### config.mk
export PLATFORM = sky130hd
export DESIGN_NAME = uart_rx_controller
export DESIGN_NICKNAME = d
export VERILOG_FILES = /design/src/rtl/uart_pkg.sv /design/src/rtl/sync_fifo.sv /design/src/rtl/uart_rx_controller.sv
export SDC_FILE = /design/constraint.sdc
export NUM_CORES = 1
export LEC_CHECK = 0
export BUFFER_PORTS_ARGS = -buffer_cell sky130_fd_sc_hd__buf_2
export CORE_ASPECT_RATIO = 1.5
export CORE_MARGIN = 5
export CORE_UTILIZATION = 57
export DETAILED_ROUTE_END_ITERATION = 8
export PLACE_DENSITY = 0.88
export RECOVER_POWER = 100
export SETUP_SLACK_MARGIN = 0.15
export SKIP_CTS_REPAIR_TIMING = 1
export SYNTH_ARGS = -nofsm -noshare
export SYNTH_HDL_FRONTEND = slang
export SYNTH_SLANG_ARGS = --single-unit
### constraint.sdc
create_clock -name clk -period 5.3 [get_ports clk]
set_input_delay 0 -clock clk [delete_from_list [all_inputs] [get_ports clk]]
set_output_delay 0 -clock clk [all_outputs]
set_load 0.005 [all_outputs]
### src/rtl/uart_pkg.sv
// Shared UART constants and helpers, used by both the receive and transmit paths.
package uart_pkg;

  localparam int UART_DATA_WIDTH = 8;
  localparam int DEFAULT_IDLE_TIMEOUT = 1024;

  // Occupancy needs one extra bit so that a completely full FIFO is representable.
  function automatic int occ_width(input int depth);
    return $clog2(depth) + 1;
  endfunction

endpackage

### src/rtl/sync_fifo.sv
// Single-clock first-word-fall-through FIFO with a registered head byte.
// Full/empty are derived from the occupancy count rather than from pointer equality.
module sync_fifo
  import uart_pkg::*;
#(
  parameter int WIDTH = 8,
  parameter int DEPTH = 8
) (
  input  logic                        clk,
  input  logic                        reset,
  input  logic                        push,
  input  logic [WIDTH-1:0]            push_data,
  input  logic                        pop,
  output logic [WIDTH-1:0]            head_data,
  output logic [occ_width(DEPTH)-1:0] level,
  output logic                        full,
  output logic                        empty
);

  localparam int AW = $clog2(DEPTH);
  localparam int LW = occ_width(DEPTH);

  logic [WIDTH-1:0] mem [DEPTH];
  logic [AW-1:0]    wr_ptr_reg, rd_ptr_reg, rd_ptr_next;
  logic [LW-1:0]    level_reg, level_next;
  logic [WIDTH-1:0] head_reg;
  logic             push_ok, pop_ok;

  assign empty     = (level_reg == '0);
  assign full      = (level_reg == LW'(DEPTH));
  assign pop_ok    = pop && !empty;
  assign push_ok   = push && (!full || pop_ok);
  assign level     = level_reg;
  assign head_data = head_reg;

  always_comb begin
    rd_ptr_next = pop_ok ? rd_ptr_reg + 1'b1 : rd_ptr_reg;
    level_next  = level_reg;
    case ({push_ok, pop_ok})
      2'b10:   level_next = level_reg + 1'b1;
      2'b01:   level_next = level_reg - 1'b1;
      default: level_next = level_reg;
    endcase
  end

  // Storage carries no reset so it can map onto RAM resources.
  always_ff @(posedge clk) begin
    if (push_ok) begin
      mem[wr_ptr_reg] <= push_data;
    end
  end

  // The head register looks one step ahead; a byte written into the slot that
  // becomes the head this edge is forwarded straight from push_data.
  always_ff @(posedge clk) begin
    if (reset) begin
      wr_ptr_reg <= '0;
      rd_ptr_reg <= '0;
      level_reg  <= '0;
      head_reg   <= '0;
    end else begin
      if (push_ok) begin
        wr_ptr_reg <= wr_ptr_reg + 1'b1;
      end
      rd_ptr_reg <= rd_ptr_next;
      level_reg  <= level_next;
      if (level_next != '0) begin
        head_reg <= (push_ok && (wr_ptr_reg == rd_ptr_next)) ? push_data : mem[rd_ptr_next];
      end
    end
  end

endmodule

### src/rtl/uart_rx_controller.sv
// Receive-side controller: buffers good bytes for the host, counts parity
// failures, flags overrun and pulses msg_end after an idle gap on the line.
module uart_rx_controller
  import uart_pkg::*;
#(
  parameter int FIFO_DEPTH    = 8,
  parameter int IDLE_TIMEOUT  = DEFAULT_IDLE_TIMEOUT,
  parameter int ERR_CNT_WIDTH = 8
) (
  input  logic                             clk,
  input  logic                             reset,
  input  logic [UART_DATA_WIDTH-1:0]       rx_data,
  input  logic                             rx_valid,
  input  logic                             rx_error,
  output logic [UART_DATA_WIDTH-1:0]       out_data,
  output logic                             out_valid,
  input  logic                             out_ready,
  output logic [occ_width(FIFO_DEPTH)-1:0] fifo_level,
  output logic                             overrun,
  output logic [ERR_CNT_WIDTH-1:0]         err_count,
  output logic                             msg_end,
  input  logic                             clear_status
);

  localparam int CW = (IDLE_TIMEOUT > 1) ? $clog2(IDLE_TIMEOUT) : 1;
  localparam logic [CW-1:0] IDLE_LAST = CW'(IDLE_TIMEOUT - 1);

  logic                     full, empty, push, pop;
  logic                     good_byte, bad_byte, drop_byte;
  logic                     overrun_reg;
  logic [ERR_CNT_WIDTH-1:0] err_count_reg;
  logic [CW-1:0]            idle_cnt_reg;
  logic                     armed_reg, msg_end_reg;

  assign good_byte = rx_valid && !rx_error;
  assign bad_byte  = rx_valid && rx_error;
  assign pop       = out_valid && out_ready;
  assign push      = good_byte && (!full || pop);
  assign drop_byte = good_byte && full && !pop;
  assign out_valid = !empty;

  sync_fifo #(
    .WIDTH(UART_DATA_WIDTH),
    .DEPTH(FIFO_DEPTH)
  ) u_fifo (
    .clk      (clk),
    .reset    (reset),
    .push     (push),
    .push_data(rx_data),
    .pop      (pop),
    .head_data(out_data),
    .level    (fifo_level),
    .full     (full),
    .empty    (empty)
  );

  // A new event in the same cycle as clear_status takes precedence over the clear.
  always_ff @(posedge clk) begin
    if (reset) begin
      overrun_reg   <= 1'b0;
      err_count_reg <= '0;
    end else begin
      if (drop_byte) begin
        overrun_reg <= 1'b1;
      end else if (clear_status) begin
        overrun_reg <= 1'b0;
      end
      if (bad_byte) begin
        if (clear_status) begin
          err_count_reg <= ERR_CNT_WIDTH'(1);
        end else if (err_count_reg != '1) begin
          err_count_reg <= err_count_reg + 1'b1;
        end
      end else if (clear_status) begin
        err_count_reg <= '0;
      end
    end
  end

  always_ff @(posedge clk) begin
    if (reset) begin
      idle_cnt_reg <= '0;
      armed_reg    <= 1'b0;
      msg_end_reg  <= 1'b0;
    end else begin
      msg_end_reg <= 1'b0;
      if (rx_valid) begin
        idle_cnt_reg <= '0;
        armed_reg    <= 1'b1;
      end else if (armed_reg) begin
        if (idle_cnt_reg == IDLE_LAST) begin
          idle_cnt_reg <= '0;
          armed_reg    <= 1'b0;
          msg_end_reg  <= 1'b1;
        end else begin
          idle_cnt_reg <= idle_cnt_reg + 1'b1;
        end
      end
    end
  end

  assign overrun   = overrun_reg;
  assign err_count = err_count_reg;
  assign msg_end   = msg_end_reg;

endmodule

==> results of run 1 <==
worst max-delay path: cells and delay by family, from the launching register on:
kind,cells,cell delay (ps)
fa+ha+maj,2,470
compound gates,2,740
simple gates,3,1840
xor+xnor,2,350
flops,1,390
mux,1,250
buf+inv,1,110
metrics by stage:
stage	total power, W	instance area [um^2]	setup slack [ps]	utilization [%]
CTS	0.00243	5550	1320	65.6
floorplan	0.00152	4940	2150	-
global placement	0.00165	5200	1720	61.4
finish	0.00240	5590	1010	66.1
global route	0.00252	5590	744	66.1
detailed placement	0.00168	5200	1500	61.4
synthesized netlist by cell type (8+ instances only):
library cell   n  area (um^2)
nand2_1       22         82.6
a21oi_1        9         45.0
mux4_2        32          721
a211o_1        8         70.1
nor2b_1       10         62.6
dfxtp_1       39          781
clkbuf_1       9         33.8
mux2i_1       12          120
xor2_1        18          158
edfxtp_1      64         1920
a311oi_1       8         70.1
nor2_1        38          143
metal layers:
metal	GRT usage [%]	vias to the layer above	wire length, um
li1	-	1495	-
met2	36.3	115	5340
met3	3.97	15	634
met1	22.4	1550	3620
met4	7.33	0	180
met5	0	-	0
power by group through the flow:
stage / clock network, W / logic [W] / registers [W]
detailed placement: 0 / 0.000709 / 0.000970
finish: 0.000749 / 0.000698 / 0.000954
global route: 0.000792 / 0.000770 / 0.000961
floorplan: 0 / 0.000568 / 0.000956
global placement: 0 / 0.000681 / 0.000966
CTS: 0.000759 / 0.000716 / 0.000953
path summary, 6_finish.rpt:
kind	endpoint	slack, ps
hold reg to reg	u_fifo.head_data[1]$_SDFFE_PP0P_	500
hold / removal	err_count[6]$_SDFFE_PP0P_	40
setup / recovery	u_fifo.head_data[6]$_SDFFE_PP0P_	1010
setup reg to reg	u_fifo.head_data[6]$_SDFFE_PP0P_	1010
logic make-up (layout without fill, tap and decap cells):
| group | after synthesis | after routing | share of synthesized area (%) |
|---|---|---|---|
| simple gates | 120 | 120 | 12.6 |
| flops | 103 | 103 | 54.7 |
| mux | 45 | 45 | 17.2 |
| compound gates | 43 | 43 | 6.81 |
| buf+inv | 26 | 73 | 2.66 |
| xor+xnor | 24 | 24 | 4.25 |
| fa+ha+maj | 7 | 7 | 1.77 |
final cells by class:
class / instances / area [um^2]
Timing Repair Buffer: 54 / 290
Tap cell: 107 / 134
Fill cell: 626 / 2870
Clock inverter: 4 / 72.6
Inverter: 3 / 13.8
Multi-Input combinational cell: 239 / 2100
Clock buffer: 12 / 279
Sequential cell: 103 / 2700
==> run_results.csv, run 1 <==
group,metric,value,unit
critical_path,start_kind,"flip-flop",
sta,timing.final.crit_share,80.9,%
sta,finalMaxSlewViolations,0,
power_and_ir_drop,comb_power_share,29.1,%
detailed_routing,drc,0,
clock_network,clock_latency,340,ps
yosys,async_flop_share,0,%
global_routing,overflow,0,
yosys,ys_seq_area_share,54.7,%
finish,diodes,0,
yosys,netlist_area,0.00494,mm^2
sta,max_slew_margin,29.4,%
finish,synthToLayoutAreaGrowth,13.1,%
worst_hold_path,min_path_type,"in2reg",
yosys,synth_edf_count,64,
die,die-area,0.0107,mm^2
critical_path,critPathMostFrequentCell,"ha_1",
power_and_ir_drop,switchingPower,0.000704,W
sta,hold_viol,0,
critical_path,rr_startpoint,"u_fifo.level[2]$_SDFF_PP0_",
finish,nets,431,
detailed_routing,routedWlPerCell,18.7,um
critical_path,crit_arrival,4500,ps
sta,worstMarginPinSlew,1050,ps
global_routing,grt_pass1_vias,3172,
detailed_routing,drtPass1Iterations,4,
power_and_ir_drop,leakage,1.90,nW
die,die_x,86.0,um
run,maxCapViolCount,0,
power_and_ir_drop,internal_power,0.00170,W
yosys,yosysWarnings,0,
sta,worst_clock_skew,5.60,ps
critical_path,worst_r2r_path_depth,11,
place,place_hpwl,6420,um
global_routing,grt_pass1_wl,15900,um
worst_hold_path,holdPathStages,3,
clock_network,clock_path_buffers,2,
global_routing,track_usage,19.8,%
critical_path,critPathCaptureType,"flip-flop",
critical_path,slowest_stage,"nand2_1",
power_and_ir_drop,power_frac_seq,39.8,%
die,rows,41,
clock_network,clkSinkCount,103,
sta,setup_tns,0,ps
finish,drive_gt1_share,17.3,%
yosys,synth_nets,389,
critical_path,path_cells,"or4_1 -> nand2_1 -> inv_4 -> ha_1 -> xor2_1 -> ha_1 -> a21oi_1 -> mux2i_1 -> xnor2_1 -> nand4_1 -> a311oi_1",
die,fp.dieH,124,um
power_and_ir_drop,ir_worst_vdd,0.000256,V
detailed_routing,route.vias.total,3175,
clock_network,numCtsBuffers,9,
clock_network,cts_tree,"done",
die,core_area,0.00846,mm^2
sta,fin_hold_ws,43.8,ps
yosys,synth_ff_type,"edfxtp_1",
critical_path,cpPeakStageDelay,630,ps
sta,setup_viol,0,
global_routing,grt_start_max_net_pins,36,
yosys,syn_avg_cell_area,13.4,um^2
worst_hold_path,hold_start,"rx_error",
yosys,synth_cell_type_count,48,
clock_network,h-tree-depth,3,
finish,stdcell_count,522,
detailed_routing,drtIter0Drc,246,
detailed_routing,ant_nets,0,
die,io_pins,37,
place,gp_congestion,0.822,
critical_path,worstPathMaxFanout,20,
detailed_routing,viasPerCell,6.08,
finish,largest_reg_flops,64,
yosys,syn_inst,368,
power_and_ir_drop,clkPwrFrac,31.2,%
finish,mostFrequentLayoutCell,"edfxtp_1",
detailed_routing,wl,9780,um
sta,fmax,233,MHz
power_and_ir_drop,power_switching_share,29.3,%
power_and_ir_drop,p_per_area,429,mW/mm^2
clock_network,root_buffer,"clkbuf_16",
sta,rsz0062_at_grt,"no",
finish,mostFrequentLayoutCells,"64 x edfxtp_1, 38 x nor2_1, 38 x dfxtp_1",
critical_path,critPathKind,"reg2reg",
yosys,synth-seq-cells,103,
place,numPortBuffers,36,
clock_network,clk_pin_slew_worst_paths,60,ps
die,initial_core_util,58.4,%
place,dpl.cell_count,496,
sta,fin_crit,4290,ps
outcome,outcome,"finished clean",
critical_path,required,5510,ps
global_routing,antenna_found_initial,0,
critical_path,setup.worst_path.start,"u_fifo.level[2]$_SDFF_PP0_",
Power figures use the tool's default switching activity.
==> inputs of run 2 (changes only) <==
Settings changed: CORE_UTILIZATION 57 to 54.
Clock period 5.3 ns to 3.8 ns, I/O delays scaled along.
==> run 2 against run 1 <==
Net effect:
- the run now ends with negative hold slack left
- die area is 5.0% higher
- core utilization is 3.8 points lower
- design area is 1.1% lower
- register-to-register slack worse by 610 ps
- setup slack worse by 610 ps
- count of clock-buffer cells in the layout is 2 lower
- combinational power is 43% higher
- maximum frequency is 26% higher
- first-iteration DRC count is 14% lower
- sequential cell count stayed put
- worst hold slack worse by 74 ps
- final cell count is 0.57% higher
- largest power group unchanged
==> run_results.csv, run 2 (same netlist as run 1, synthesis figures left out) <==
group,metric,value,unit
critical_path,slowest_stage,"or4_1",
finish,nets,431,
sta,worstMarginPinSlew,945,ps
worst_hold_path,min_to,"armed_reg$_SDFF_PP0_",
detailed_routing,route.vias.total,3187,
clock_network,clkSinkCount,103,
finish,largest_reg_flops,64,
sta,hold_viol,2,
global_routing,grt_pass1_vias,3264,
sta,max_slew_margin,36.8,%
critical_path,cpPeakStageDelay,610,ps
finish,mostFrequentLayoutCell,"edfxtp_1",
sta,fin_crit,3400,ps
finish,drive_gt1_share,18.8,%
finish,diodes,0,
critical_path,critPathCaptureType,"flip-flop",
die,initial_core_util,55.7,%
critical_path,rr_startpoint,"u_fifo.level[2]$_SDFF_PP0_",
critical_path,reg2reg_slack,400,ps
clock_network,clk_pin_slew_worst_paths,70,ps
detailed_routing,routedWlPerCell,19.2,um
sta,fmax,295,MHz
sta,finalMaxSlewViolations,0,
sta,setup_viol,0,
clock_network,clock_latency,340,ps
detailed_routing,drc,0,
detailed_routing,wl,10100,um
critical_path,worst_r2r_path_depth,13,
power_and_ir_drop,p_per_area,585,mW/mm^2
die,io_pins,37,
critical_path,crit_arrival,3640,ps
place,gp_congestion,0.807,
detailed_routing,drtIter0Drc,212,
sta,timing.final.crit_share,89.4,%
place,dpl.cell_count,501,
global_routing,track_usage,19.4,%
detailed_routing,viasPerCell,6.07,
worst_hold_path,hold_start,"rx_valid",
worst_hold_path,min_path_type,"in2reg",
finish,mostFrequentLayoutCells,"64 x edfxtp_1, 38 x nor2_1, 38 x dfxtp_1",
die,rows,42,
critical_path,crit_buf_inv,2,
clock_network,cts_tree,"done",
die,core_area,0.00888,mm^2
outcome,outcome,"finished, violations left",
place,numPortBuffers,36,
clock_network,clock_path_buffers,2,
power_and_ir_drop,ir_worst_vdd,0.000382,V
die,fp.dieH,127,um
die,die_x,88.1,um
finish,stdcell_count,525,
clock_network,h-tree-depth,3,
clock_network,root_buffer,"clkbuf_16",
run,maxCapViolCount,0,
clock_network,numCtsBuffers,9,
sta,fin_hold_ws,-30.5,ps
finish,synthToLayoutAreaGrowth,11.9,%
power_and_ir_drop,leakage,1.89,nW
critical_path,worstPathMaxFanout,20,
critical_path,critPathKind,"reg2reg",
outcome,failed_checks,"negative hold slack",
critical_path,rr_endpoint,"u_fifo.head_data[2]$_SDFFE_PP0P_",
place,place_hpwl,6930,um
detailed_routing,ant_nets,0,
global_routing,antenna_found_initial,0,
detailed_routing,drtPass1Iterations,4,
global_routing,overflow,0,
critical_path,cp_top_family,"simple AND/OR/NAND/NOR gates",
global_routing,grt_pass1_wl,16400,um
sta,rsz0062_at_grt,"no",
worst_hold_path,holdPathStages,3,
critical_path,required,4040,ps
critical_path,start_kind,"flip-flop",
critical_path,path_cells,"or4_1 -> nand2_4 -> inv_4 -> ha_1 -> xor2_1 -> ha_1 -> a21oi_1 -> mux2i_1 -> xnor2_1 -> nand4_1 -> clkbuf_2 -> nor2_1 -> a311oi_1",
sta,setup_tns,0,ps
sta,worst_clock_skew,6.66,ps
die,die-area,0.0112,mm^2
critical_path,critPathMostFrequentCell,"ha_1",
global_routing,grt_start_max_net_pins,35,
[run 2: how the worst max path moves through the flow]
stage	cells after the start	start	slack, ps	to
CTS	13	u_fifo.level[2]$_SDFF_PP0_	560	u_fifo.head_data[2]$_SDFFE_PP0P_
global route	13	u_fifo.level[2]$_SDFF_PP0_	180	u_fifo.head_data[3]$_SDFFE_PP0P_
floorplan	11	u_fifo.level[1]$_SDFF_PP0_	650	u_fifo.head_data[5]$_SDFFE_PP0P_
global placement	12	u_fifo.level[2]$_SDFF_PP0_	750	u_fifo.head_data[5]$_SDFFE_PP0P_
detailed placement	13	u_fifo.level[2]$_SDFF_PP0_	650	u_fifo.head_data[0]$_SDFFE_PP0P_
finish	13	u_fifo.level[2]$_SDFF_PP0_	400	u_fifo.head_data[2]$_SDFFE_PP0P_
[run 2: worst reg2reg max path: stages, from the launching register on]
cell and delay (ps):
dfxtp_1 390, or4_1 610, nand2_4 260, inv_4 80, ha_1 240, xor2_1 180, ha_1 190, a21oi_1 180
mux2i_1 240, xnor2_1 100, nand4_1 110, clkbuf_2 330, nor2_1 80, a311oi_1 300
[run 2: routing by layer]
layer	vias up	part of all wire (%)	track usage (%)
li1	1493	-	-
met1	1573	35	21.3
met2	99	57	34.9
met3	22	5.4	3.48
met4	0	2.9	9.96
met5	-	0	0
[run 2: through the flow]
stage | util, % | setup WS (ps) | instance area [um^2] | total power (W) | hold WS (ps)
floorplan | - | 649 | 4940 | 0.00213 | 98.9
global placement | 58.8 | 746 | 5220 | 0.00232 | 286
detailed placement | 58.8 | 651 | 5220 | 0.00237 | 290
CTS | 62.1 | 556 | 5520 | 0.00327 | -63.3
global route | 62.3 | 176 | 5530 | 0.00341 | 23.6
finish | 62.3 | 404 | 5530 | 0.00324 | -30.5
[run 2: layout make-up]
| type | instances | area, um^2 |
|---|---|---|
| fillers | 657 | 3350 |
| flip-flops and latches | 103 | 2700 |
| multi-input cells | 239 | 2090 |
| repair buffers | 54 | 287 |
| clock buffers | 10 | 229 |
| well taps | 110 | 138 |
| clock inverters | 6 | 68.8 |
| inverters | 3 | 13.8 |
[run 2: power breakdown]
part | leakage, nW | internal [W] | total (W) | switching, W
registers | 0.896 | 0.00126 | 0.00134 | 0.0000721
clock network | 0.143 | 0.000515 | 0.000902 | 0.000387
logic | 0.849 | 0.000459 | 0.000998 | 0.000539
total | 1.89 | 0.00224 | 0.00324 | 0.000998
==> inputs of run 3 (changes only) <==
Settings changed: CORE_UTILIZATION 54 to 56, CTS_BUF_LIST set to sky130_fd_sc_hd__clkbuf_8, HOLD_SLACK_MARGIN set to 0.12, PLACE_DENSITY 0.88 to 0.9.
==> run 3 against run 2 <==
Net effect:
- the run ends with max-capacitance violations, max-slew violations left
- final cell count increased by 1.1%
- worst hold slack improved by 150 ps
- maximum frequency decreased by 2.7%
- non-clock buffer count increased by 6
- first-iteration DRC count increased by 41%
- combinational power about the same
- critical path type unchanged
- critical endpoint is now u_fifo.head_data[0]$_SDFFE_PP0P_
- largest power group unchanged
==> run_results.csv, run 3 (same netlist as run 1, synthesis figures left out) <==
group,metric,value,unit
sta,hold_viol,0,
place,place_hpwl,6930,um
detailed_routing,drc,0,
finish,final_util,63.5,%
critical_path,start_kind,"flip-flop",
sta,setup_ws,312,ps
critical_path,worstPathMaxFanout,20,
clock_network,cts_tree,"done",
clock_network,h-tree-depth,3,
power_and_ir_drop,p_per_area,573,mW/mm^2
detailed_routing,viasPerCell,6.17,
power_and_ir_drop,leakage,1.90,nW
finish,mostFrequentLayoutCell,"edfxtp_1",
clock_network,clk_pin_slew_worst_paths,100,ps
die,fp.dieH,125,um
die,rows,42,
sta,worstMarginPinSlew,1670,ps
critical_path,required,4080,ps
critical_path,crit_arrival,3770,ps
die,initial_core_util,56.7,%
global_routing,grt_start_max_net_pins,35,
finish,largest_reg_flops,64,
clock_network,clkSinkCount,103,
sta,max_slew_margin,-12.0,%
global_routing,grt_pass1_wl,16300,um
die,core_area,0.00872,mm^2
global_routing,track_usage,19.8,%
detailed_routing,ant_nets,0,
die,die_x,86.7,um
detailed_routing,drtPass1Iterations,6,
finish,nets,437,
sta,fmax,287,MHz
outcome,failed_checks,"max-capacitance violations, max-slew violations",
clock_network,clock_latency,380,ps
clock_network,clock_path_buffers,2,
global_routing,antenna_found_initial,0,
detailed_routing,drtIter0Drc,299,
detailed_routing,routedWlPerCell,19.5,um
worst_hold_path,min_path_type,"in2reg",
worst_hold_path,holdPathStages,4,
critical_path,worst_r2r_path_depth,12,
place,numPortBuffers,36,
finish,synthToLayoutAreaGrowth,12.0,%
critical_path,critPathCaptureType,"flip-flop",
sta,fin_crit,3490,ps
sta,setup_tns,0,ps
sta,finalMaxSlewViolations,19,
place,gp_congestion,0.830,
sta,rsz0062_at_grt,"no",
place,pre_cts_ws,275,ps
sta,worst_clock_skew,10.1,ps
finish,diodes,0,
critical_path,critPathKind,"reg2reg",
outcome,outcome,"finished, violations left",
clock_network,numCtsBuffers,9,
sta,timing.final.crit_share,91.8,%
detailed_routing,wl,10300,um
clock_network,root_buffer,"clkbuf_8",
finish,drive_gt1_share,19.0,%
run,maxCapViolCount,3,
die,die-area,0.0108,mm^2
detailed_routing,route.vias.total,3275,
power_and_ir_drop,ir_worst_vdd,0.000341,V
global_routing,grt_pass1_vias,3254,
global_routing,overflow,0,
finish,mostFrequentLayoutCells,"64 x edfxtp_1, 38 x nor2_1, 38 x dfxtp_1",
sta,setup_viol,0,
die,io_pins,37,
power_and_ir_drop,power,0.00317,W
## run 3: changes by cell type in the layout (fill, tap and decap cells not counted), sizes merged
cell         before  now
clkinv            2    1
dlygate4sd3       8   14
clkbuf           36   35
clkinvlp          1    0
inv               5    6
bufinv            1    3
## run 3: worst max-delay path: stages, from the launching register on
cell and delay [ps]:
dfxtp_1 390, or4_1 610, nand2_4 260, inv_4 80, ha_1 240, xor2_1 180, ha_1 190, a21oi_1 170
mux2i_1 270, xnor2_1 170, nand4_1 250, clkbuf_2 280, a311oi_1 280
## run 3: metrics by stage
| step | hold WS (ps) | std cells | cell area, um^2 |
|---|---|---|---|
| global placement | 285 | 499 | 5220 |
| finish | 124 | 531 | 5540 |
| floorplan | 98.9 | 368 | 4940 |
| global route | 132 | 531 | 5540 |
| CTS | -115 | 515 | 5460 |
| detailed placement | 305 | 499 | 5220 |
## run 3: path summary, 6_finish.rpt
kind	startpoint	endpoint	slack, ps
hold / removal	out_ready	u_fifo.rd_ptr_reg[1]$_SDFF_PP0_	120
hold reg to reg	u_fifo.head_data[4]$_SDFFE_PP0P_	u_fifo.head_data[4]$_SDFFE_PP0P_	500
setup / recovery	u_fifo.level[2]$_SDFF_PP0_	u_fifo.head_data[0]$_SDFFE_PP0P_	310
setup reg to reg	u_fifo.level[2]$_SDFF_PP0_	u_fifo.head_data[0]$_SDFFE_PP0P_	310
## run 3: cell type report
class	instances	area, um^2
Clock buffer	9	124
Clock inverter	7	116
Multi-Input combinational cell	239	2090
Sequential cell	103	2700
Inverter	3	13.8
Tap cell	110	138
Timing Repair Buffer	60	353
Fill cell	658	3180
## run 3: metal layers
layer  share of wire (%)  vias up  track usage [%]
li1                    -     1501                -
met1                  36     1627             21.7
met2                  55      121             35.1
met3                 5.8       26             4.81
met4                 3.1        0             9.36
met5                   0        -                0
## run 3: where the power goes
group,internal (W),switching [W]
logic,0.000482,0.000551
clock network,0.000439,0.000369
registers,0.00126,0.0000703
total,0.00218,0.000990
